==> src/rtl/sbox_byte_feeder.sv <==
// Serialises a NUM_BYTES-byte AES state block into one registered byte per cycle for the S-box U input.
// Optional FEEDER_DOUBLE_BUF_EN adds a one-block holding register so consecutive blocks stream without a bubble.
module sbox_byte_feeder #(
    parameter int NUM_BYTES = 16,
    parameter int IDX_W     = 4
) (
    input  logic                   clk,
    input  logic                   rst_n,
    input  logic                   in_valid,
    output logic                   in_ready,
    input  logic [NUM_BYTES*8-1:0] in_block,
    output logic                   u_valid,
    input  logic                   u_ready,
    output logic [7:0]             u,
    output logic [IDX_W-1:0]       u_idx,
    output logic                   u_first,
    output logic                   u_last
);

    localparam int W = NUM_BYTES * 8;
    localparam logic [IDX_W-1:0] LAST_IDX = IDX_W'(NUM_BYTES - 1);

    typedef enum logic [0:0] {
        IDLE = 1'b0,
        SEND = 1'b1
    } state_t;

    state_t           state_q;
    logic [W-1:0]     shift_q;
    logic [7:0]       u_q;
    logic [IDX_W-1:0] idx_q;
    logic             first_q;
    logic             last_q;
    logic             valid_q;

    logic             in_fire_s;
    logic             out_fire_s;
    logic             last_s;
    logic             load_s;
    logic [W-1:0]     load_blk_s;
    logic [IDX_W-1:0] idx_inc_s;

    assign in_fire_s  = in_valid && in_ready;
    assign out_fire_s = valid_q && u_ready;
    assign last_s     = (idx_q == LAST_IDX);
    assign idx_inc_s  = idx_q + IDX_W'(1);

`ifdef FEEDER_DOUBLE_BUF_EN
    logic [W-1:0] hold_q;
    logic         hold_full_q;

    assign in_ready   = !hold_full_q;
    // A new block enters the shift register from IDLE, or at the last byte from the hold (or straight from the input).
    assign load_s     = ((state_q == IDLE) && in_fire_s) ||
                        ((state_q == SEND) && out_fire_s && last_s && (hold_full_q || in_fire_s));
    assign load_blk_s = hold_full_q ? hold_q : in_block;

    // Holding register: absorbs a block arriving mid-transmission, drains when it is promoted.
    always_ff @(posedge clk) begin
        if (!rst_n) begin
            hold_q      <= {W{1'b0}};
            hold_full_q <= 1'b0;
        end else if (in_fire_s && !load_s) begin
            hold_q      <= in_block;
            hold_full_q <= 1'b1;
        end else if (load_s && hold_full_q) begin
            hold_full_q <= 1'b0;
        end
    end
`else
    assign in_ready   = (state_q == IDLE);
    assign load_s     = (state_q == IDLE) && in_fire_s;
    assign load_blk_s = in_block;
`endif

    // Feeder FSM with the registered byte, index and markers; shift_q holds the bytes still to follow u.
    always_ff @(posedge clk) begin
        if (!rst_n) begin
            state_q <= IDLE;
            shift_q <= {W{1'b0}};
            u_q     <= 8'h00;
            idx_q   <= {IDX_W{1'b0}};
            first_q <= 1'b0;
            last_q  <= 1'b0;
            valid_q <= 1'b0;
        end else begin
            case (state_q)
                IDLE: begin
                    if (load_s) begin
                        state_q <= SEND;
                        valid_q <= 1'b1;
                    end else begin
                        state_q <= IDLE;
                        valid_q <= 1'b0;
                    end
                end
                SEND: begin
                    if (out_fire_s && last_s && !load_s) begin
                        state_q <= IDLE;
                        valid_q <= 1'b0;
                    end else begin
                        state_q <= SEND;
                        valid_q <= 1'b1;
                    end
                end
                default: begin
                    state_q <= IDLE;
                    valid_q <= 1'b0;
                end
            endcase

            if (load_s) begin
                u_q     <= load_blk_s[W-1 -: 8];
                shift_q <= {load_blk_s[W-9:0], 8'h00};
                idx_q   <= {IDX_W{1'b0}};
                first_q <= 1'b1;
                last_q  <= 1'b0;
            end else if (out_fire_s && last_s) begin
                u_q     <= 8'h00;
                idx_q   <= {IDX_W{1'b0}};
                first_q <= 1'b0;
                last_q  <= 1'b0;
            end else if (out_fire_s) begin
                u_q     <= shift_q[W-1 -: 8];
                shift_q <= {shift_q[W-9:0], 8'h00};
                idx_q   <= idx_inc_s;
                first_q <= 1'b0;
                last_q  <= (idx_inc_s == LAST_IDX);
            end
        end
    end

    assign u_valid = valid_q;
    assign u       = u_q;
    assign u_idx   = idx_q;
    assign u_first = first_q;
    assign u_last  = last_q;

endmodule
==> config.mk <==
export PLATFORM = sky130hd
export DESIGN_NAME = sbox_byte_feeder
export DESIGN_NICKNAME = d
export VERILOG_FILES = /design/src/rtl/sbox_byte_feeder.sv
export SDC_FILE = /design/constraint.sdc
export NUM_CORES = 1
export LEC_CHECK = 0
export ABC_CLOCK_PERIOD_IN_PS = 2400
export BUFFER_PORTS_ARGS = -buffer_cell sky130_fd_sc_hd__buf_2
export CAP_MARGIN = 20
export CORE_ASPECT_RATIO = 1.2
export CORE_MARGIN = 10
export CORE_UTILIZATION = 58
export CTS_CLUSTER_SIZE = 10
export DETAILED_ROUTE_END_ITERATION = 8
export PLACE_DENSITY = 0.94
export SYNTH_ARGS = -nofsm -noshare
export SYNTH_HDL_FRONTEND = slang
export SYNTH_SLANG_ARGS = --single-unit
==> constraint.sdc <==
create_clock -name clk -period 2.4 [get_ports clk]
set_input_delay 0.24 -clock clk [delete_from_list [all_inputs] [get_ports clk]]
set_output_delay 0.24 -clock clk [all_outputs]
set_load 0.01 [all_outputs]
Word level (Yosys, flattened, before mapping)
Index checks and enable logic that the tools add are counted.
{"block": "word_totals", "output_inout_bits": 16, "word_cells": 34, "ff_bits": 135}
{"block": "op_classes", "eq_ne": 3, "muxes": 12, "reduce_logical": 10, "n_addsub": 1, "bitwise": 2}
{"cell": "two-way mux 128 bit", "n": 3}
{"cell": "two-way mux 8 bit", "n": 3}
{"cell": "== test 4 bit (second input constant)", "n": 2}
{"cell": "logical AND 1 bit", "n": 5}
{"cell": "two-way mux 1 bit", "n": 5}
{"cell": "adder 4 x 1 -> 4 bit (second input constant)", "n": 1}
{"cell": "nonzero test 3 bit", "n": 1}
{"cell": "OR reduction 3 bit", "n": 1}
{"cell": "inequality test 2 bit (second input constant)", "n": 1}
{"cell": "inverter 1 bit", "n": 2}
{"cell": "one-hot mux 1 bit (2 select lines)", "n": 1}
{"cell": "AND reduction 2 bit", "n": 1}
{"cell": "nonzero test 2 bit", "n": 1}
{"cell": "logical NOT 1 bit", "n": 1}

Depth between registers and ports, before layout
{"block": "logic_depth", "depth_word": 7, "ltp_mapped": 7, "mapped_depth_nobuf": 5}

Worst setup path after synthesis
No wires, ideal clock.
{"block": "synth_path", "path_type": "register to register", "from": "register idx_q[0] (netlist: u_idx[0])", "to": "register shift_q[87]", "setup_time_ns": 0.122, "period_less_slack_ns": 1.512, "setup_slack_ns": 0.888, "t_required_ns": 2.278, "n_path_buf": 2, "arrival_ns": 1.390, "path_stages_with_launch": 7, "path_cell_list": "dfxtp_1 > ha_1 > nand3_2 > buf_2 > buf_2 > a31oi_1 > a21oi_1"}
{"block": "synth_via", "elab_chain_len": 4}
{"item": "from (decl)", "line": "31", "text": "logic [IDX_W-1:0] idx_q;"}
{"item": "from (signal assigned)", "line": "82", "text": "idx_q <= {IDX_W{1'b0}};"}
{"item": "from (signal assigned)", "line": "115", "text": "idx_q <= {IDX_W{1'b0}};"}
{"item": "from (signal assigned)", "line": "120", "text": "idx_q <= {IDX_W{1'b0}};"}
{"item": "== test 4 bit", "line": "45", "text": "assign last_s = (idx_q == LAST_IDX);"}
{"item": "logical AND 1 bit", "line": "118", "text": "end else if (out_fire_s && last_s) begin"}
{"item": "inequality test 2 bit (no line)"}
{"item": "AND reduction 2 bit (no line)"}
{"item": "to (signal assigned)", "line": "80", "text": "shift_q <= {W{1'b0}};"}
{"item": "to (signal assigned)", "line": "114", "text": "shift_q <= {load_blk_s[W-9:0], 8'h00};"}
{"item": "to (signal assigned)", "line": "125", "text": "shift_q <= {shift_q[W-9:0], 8'h00};"}
{"item": "to (decl)", "line": "29", "text": "logic [W-1:0] shift_q;"}
No other way between the ends.
A chain may end at the register's enable or synchronous reset.

Worst setup path after layout
{"block": "layout_path", "from": "register idx_q[0] (netlist: u_idx[0])", "to": "register shift_q[71]"}
Same word-level chain as after synthesis.

==> results.yml <==
floorplan:
  die_width_um: 114.0
  fp-row-count: 41
  design.portCount: 148
  die_height_um: 132.7
  fp.coreArea_sq_um: 10410
  initial_utilization: 0.5899
  die-area_sq_um: 15130
detailed_routing:
  routed_vias: 6484
  detailedRoute.firstPassIterationCount: 6
  wl_per_cell_um: 18.92
  detailedRoute.firstIterationViolations: 905
  ant_nets: 0
  routed_wl_um: 18810
  vias_per_cell: 6.523
  dr_drc_count: 0
synthesis:
  synth_cell_type_count: 35
  synth_fp_nets: 897
  ys_warn_count: 0
  syn-mean-instance-area_sq_um: 8.052
  synth.cell_area_sq_um: 6143
  seq_area_frac_synth: 0.4399
  synth_seq_cells: 135
  postSynthCellCount: 763
finish:
  layout.cells.most_common: "sky130_fd_sc_hd__o21ai_0"
  layout_common_cells: "sky130_fd_sc_hd__o21ai_0, sky130_fd_sc_hd__buf_2, sky130_fd_sc_hd__dfxtp_1"
  areaGrowthSynthToFinish_pct: 20.43
  fin_nets: 986
  nFillCells: 839
  n_antenna_cell: 0
  post_route_cells_drive_above_1_share: 0.2347
  layout.core_utilization: 0.7104
timing:
  period_share: 0.8373
  slew_viol_final: 0
  period_minus_ws_final_ns: 2.009
  report.final.hold_viol_count: 0
  worst_slew_pin_slew_ns: 0.6973
  maxClockFrequency_mhz: 497.6
  finalClockSkew_ns: 0.008594
  relSlewSlack: 0.5352
  setup_viol: 0
  fin_setup_tns_ns: 0
  grt_setup_unrepaired: "false"
worst_setup_path:
  crit_slowest_cell: "sky130_fd_sc_hd__dfxtp_1"
  worst_case_register_to_register_setup_slack_ns: 0.39
  required_ns: 2.73
  timing.rr.start: "u_idx[0]"
  timing.critical_path.from_type: "register"
  depth_of_the_most_critical_reg_to_reg_path: 5
  critical_path.max_stage_delay_ns: 0.47
  crit_type: "reg2reg"
  worst_ep_arrival_time_ns: 2.34
  path_delay_family: "flip-flops"
  timing.critical_path.cells: "ha_1 > and3_4 > buf_4 > o21ai_0 > a21oi_1"
  cp-startpoint: "u_idx[0]"
  crit-reg2reg-capture: "shift_q[71]"
  cp_num_buf_inv: 1
  maximum_fanout_along_the_worst_path: 39
  cp-end-kind: "register"
power_and_ir_drop:
  sequentialPowerShare: 0.418
  power.leakage_nw: 2.789
  power-per-cell-area_nw_per_um2: 832.8
  pwr-share-comb: 0.138
  net_switching_power_of_the_design_mw: 1.598
  sw_frac_of_total: 0.2593
  power.internal_mw: 4.564
  fin_total_pwr_mw: 6.162
  peakVddDrop_v: 0.0005521
  power.clock.fraction: 0.444
clock_tree:
  cts_tree: "yes"
  clkTransAtPathRegs_ns: 0.06
  root_buffer: "sky130_fd_sc_hd__clkbuf_16"
  clock_buffers_created_by_tritoncts: 17
  cts_hold_buf: 0
  post_cts_resized: 0
  postCtsSetupBuffers: 0
  clk-insertion-delay-late_ns: 0.41
  cts_max_path_buffers: 2
  cts_num_sinks: 135
  h-tree-depth: 4
placement:
  gp_routability_congestion: 0.8696
  port_buffer_cells: 147
  place.detailed.hpwl_um: 11530
grt:
  globalRoute.totalOverflow: 0
  number_of_antenna_violations_at_the_first_check_in_global_routing: 0
  track_usage: 0.2340
  grt_first_pass_wirelength_um: 29930
  grt_pass1_vias: 6074
  grt_max_degree: 77
worst_hold_path:
  hold_class: "in2reg"
  worst_min_delay_path_endpoint: "shift_q[8]"
  worst_hold_path.num_cells: 3
  timing.hold.worst.start: "in_block[0]"
outcome:
  status: "finished, final reports clean"
flow_run:
  timing.max_cap.violations: 0
-- metal layers --
metal | routed length (um) | part of all wire | global-route usage
met1 | 7522 | 0.40 | 0.2977
met2 | 9106 | 0.48 | 0.3714
met3 | 1773 | 0.094 | 0.06603
met4 | 405 | 0.022 | 0.07462
met5 | 0 | 0 | 0
-- final cells by class --
class                           instances  area [sq um]  area share
Clock buffer                           20         446.7     0.06038
Clock inverter                         12         176.4     0.02385
Inverter                                2         7.507    0.001015
Multi-Input combinational cell        530          2960      0.4001
Sequential cell                       135          2703      0.3653
Tap cell                              129         161.4     0.02182
Timing Repair Buffer                  166         943.4      0.1275
-- sequential cells by signal (all words and copies together), names as in the netlist --
| register | flops |
|---|---|
| shift_q | 120 |
| u | 8 |
| u_first | 1 |
| u_idx | 4 |
| u_last | 1 |
| u_valid | 1 |
-- kinds of logic after synthesis --
| logic type | count (synthesis) | share of synthesized area |
|---|---|---|
| AO/OA/AOI/OAI | 491 | 0.4397 |
| XOR/XNOR | 3 | 0.004278 |
| adder cells (fa/ha/maj) | 2 | 0.004073 |
| buffers and inverters | 98 | 0.08309 |
| flip-flops | 135 | 0.4399 |
| multiplexers | 1 | 0.001629 |
| AND/OR/NAND/NOR | 33 | 0.02729 |
-- through the flow --
stage                     hold WS (ns)  area (sq um)  setup WS, ns  cells
after floorplan                 0.3874          6143        0.8883    763
after global placement          0.4502          6775        0.5638    962
after detailed placement        0.4575          6775        0.4510    962
after CTS                      0.08012          7398        0.4386    994
after global routing           0.08831          7398        0.2309    994
final                          0.09063          7398        0.3905    994
-- power groups by stage --
stage	combinational (mW)	clock [mW]	sequential, mW
global route	0.946	2.83	2.59
global placement	0.795	0	2.60
finish	0.848	2.74	2.58
floorplan	0.570	0	2.58
detailed placement	0.819	0	2.61
CTS	0.837	2.74	2.57
-- worst max path at each step --
| stage | endpoint | cells past startpoint |
|---|---|---|
| floorplan | shift_q[87] | 6 |
| global placement | shift_q[103] | 5 |
| detailed placement | shift_q[79] | 5 |
| CTS | shift_q[90] | 5 |
| global route | shift_q[79] | 5 |
| finish | shift_q[71] | 5 |
-- worst register-to-register path, cell delays in order, from the launching register on --
cell	delay [ns]
sky130_fd_sc_hd__dfxtp_1	0.47
sky130_fd_sc_hd__ha_1	0.33
sky130_fd_sc_hd__and3_4	0.46
sky130_fd_sc_hd__buf_4	0.35
sky130_fd_sc_hd__o21ai_0	0.16
sky130_fd_sc_hd__a21oi_1	0.17
-- cell usage after synthesis --
cell,count,area share
sky130_fd_sc_hd__a211oi_1,1,0.0012
sky130_fd_sc_hd__a211oi_2,1,0.0020
sky130_fd_sc_hd__a21boi_0,9,0.011
sky130_fd_sc_hd__a21boi_1,7,0.0086
sky130_fd_sc_hd__a21oi_1,114,0.093
sky130_fd_sc_hd__a22oi_1,8,0.0098
sky130_fd_sc_hd__a2bb2oi_1,2,0.0029
sky130_fd_sc_hd__a31oi_1,112,0.11
sky130_fd_sc_hd__a41oi_1,1,0.0014
sky130_fd_sc_hd__and2_1,1,0.0010
sky130_fd_sc_hd__and3_1,1,0.0010
sky130_fd_sc_hd__buf_1,1,0.00061
sky130_fd_sc_hd__buf_2,30,0.024
sky130_fd_sc_hd__buf_4,3,0.0037
sky130_fd_sc_hd__buf_6,11,0.020
sky130_fd_sc_hd__clkbuf_1,42,0.026
sky130_fd_sc_hd__clkbuf_2,9,0.0073
sky130_fd_sc_hd__dfxtp_1,135,0.44
sky130_fd_sc_hd__ha_1,2,0.0041
sky130_fd_sc_hd__inv_1,2,0.0012
sky130_fd_sc_hd__mux2i_1,1,0.0016
sky130_fd_sc_hd__nand2_1,10,0.0061
sky130_fd_sc_hd__nand2_2,1,0.0010
sky130_fd_sc_hd__nand2b_2,1,0.0014
sky130_fd_sc_hd__nand3_1,11,0.0090
sky130_fd_sc_hd__nand3_2,1,0.0016
sky130_fd_sc_hd__nand4_1,1,0.0010
sky130_fd_sc_hd__nor2_1,3,0.0018
sky130_fd_sc_hd__nor2b_1,1,0.0010
sky130_fd_sc_hd__nor2b_2,1,0.0014
sky130_fd_sc_hd__nor3_1,1,0.00081
sky130_fd_sc_hd__o211ai_1,9,0.011
sky130_fd_sc_hd__o21ai_0,227,0.18
sky130_fd_sc_hd__xnor2_1,2,0.0029
sky130_fd_sc_hd__xor2_1,1,0.0014
No activity file was read; power rests on OpenSTA's default activity.
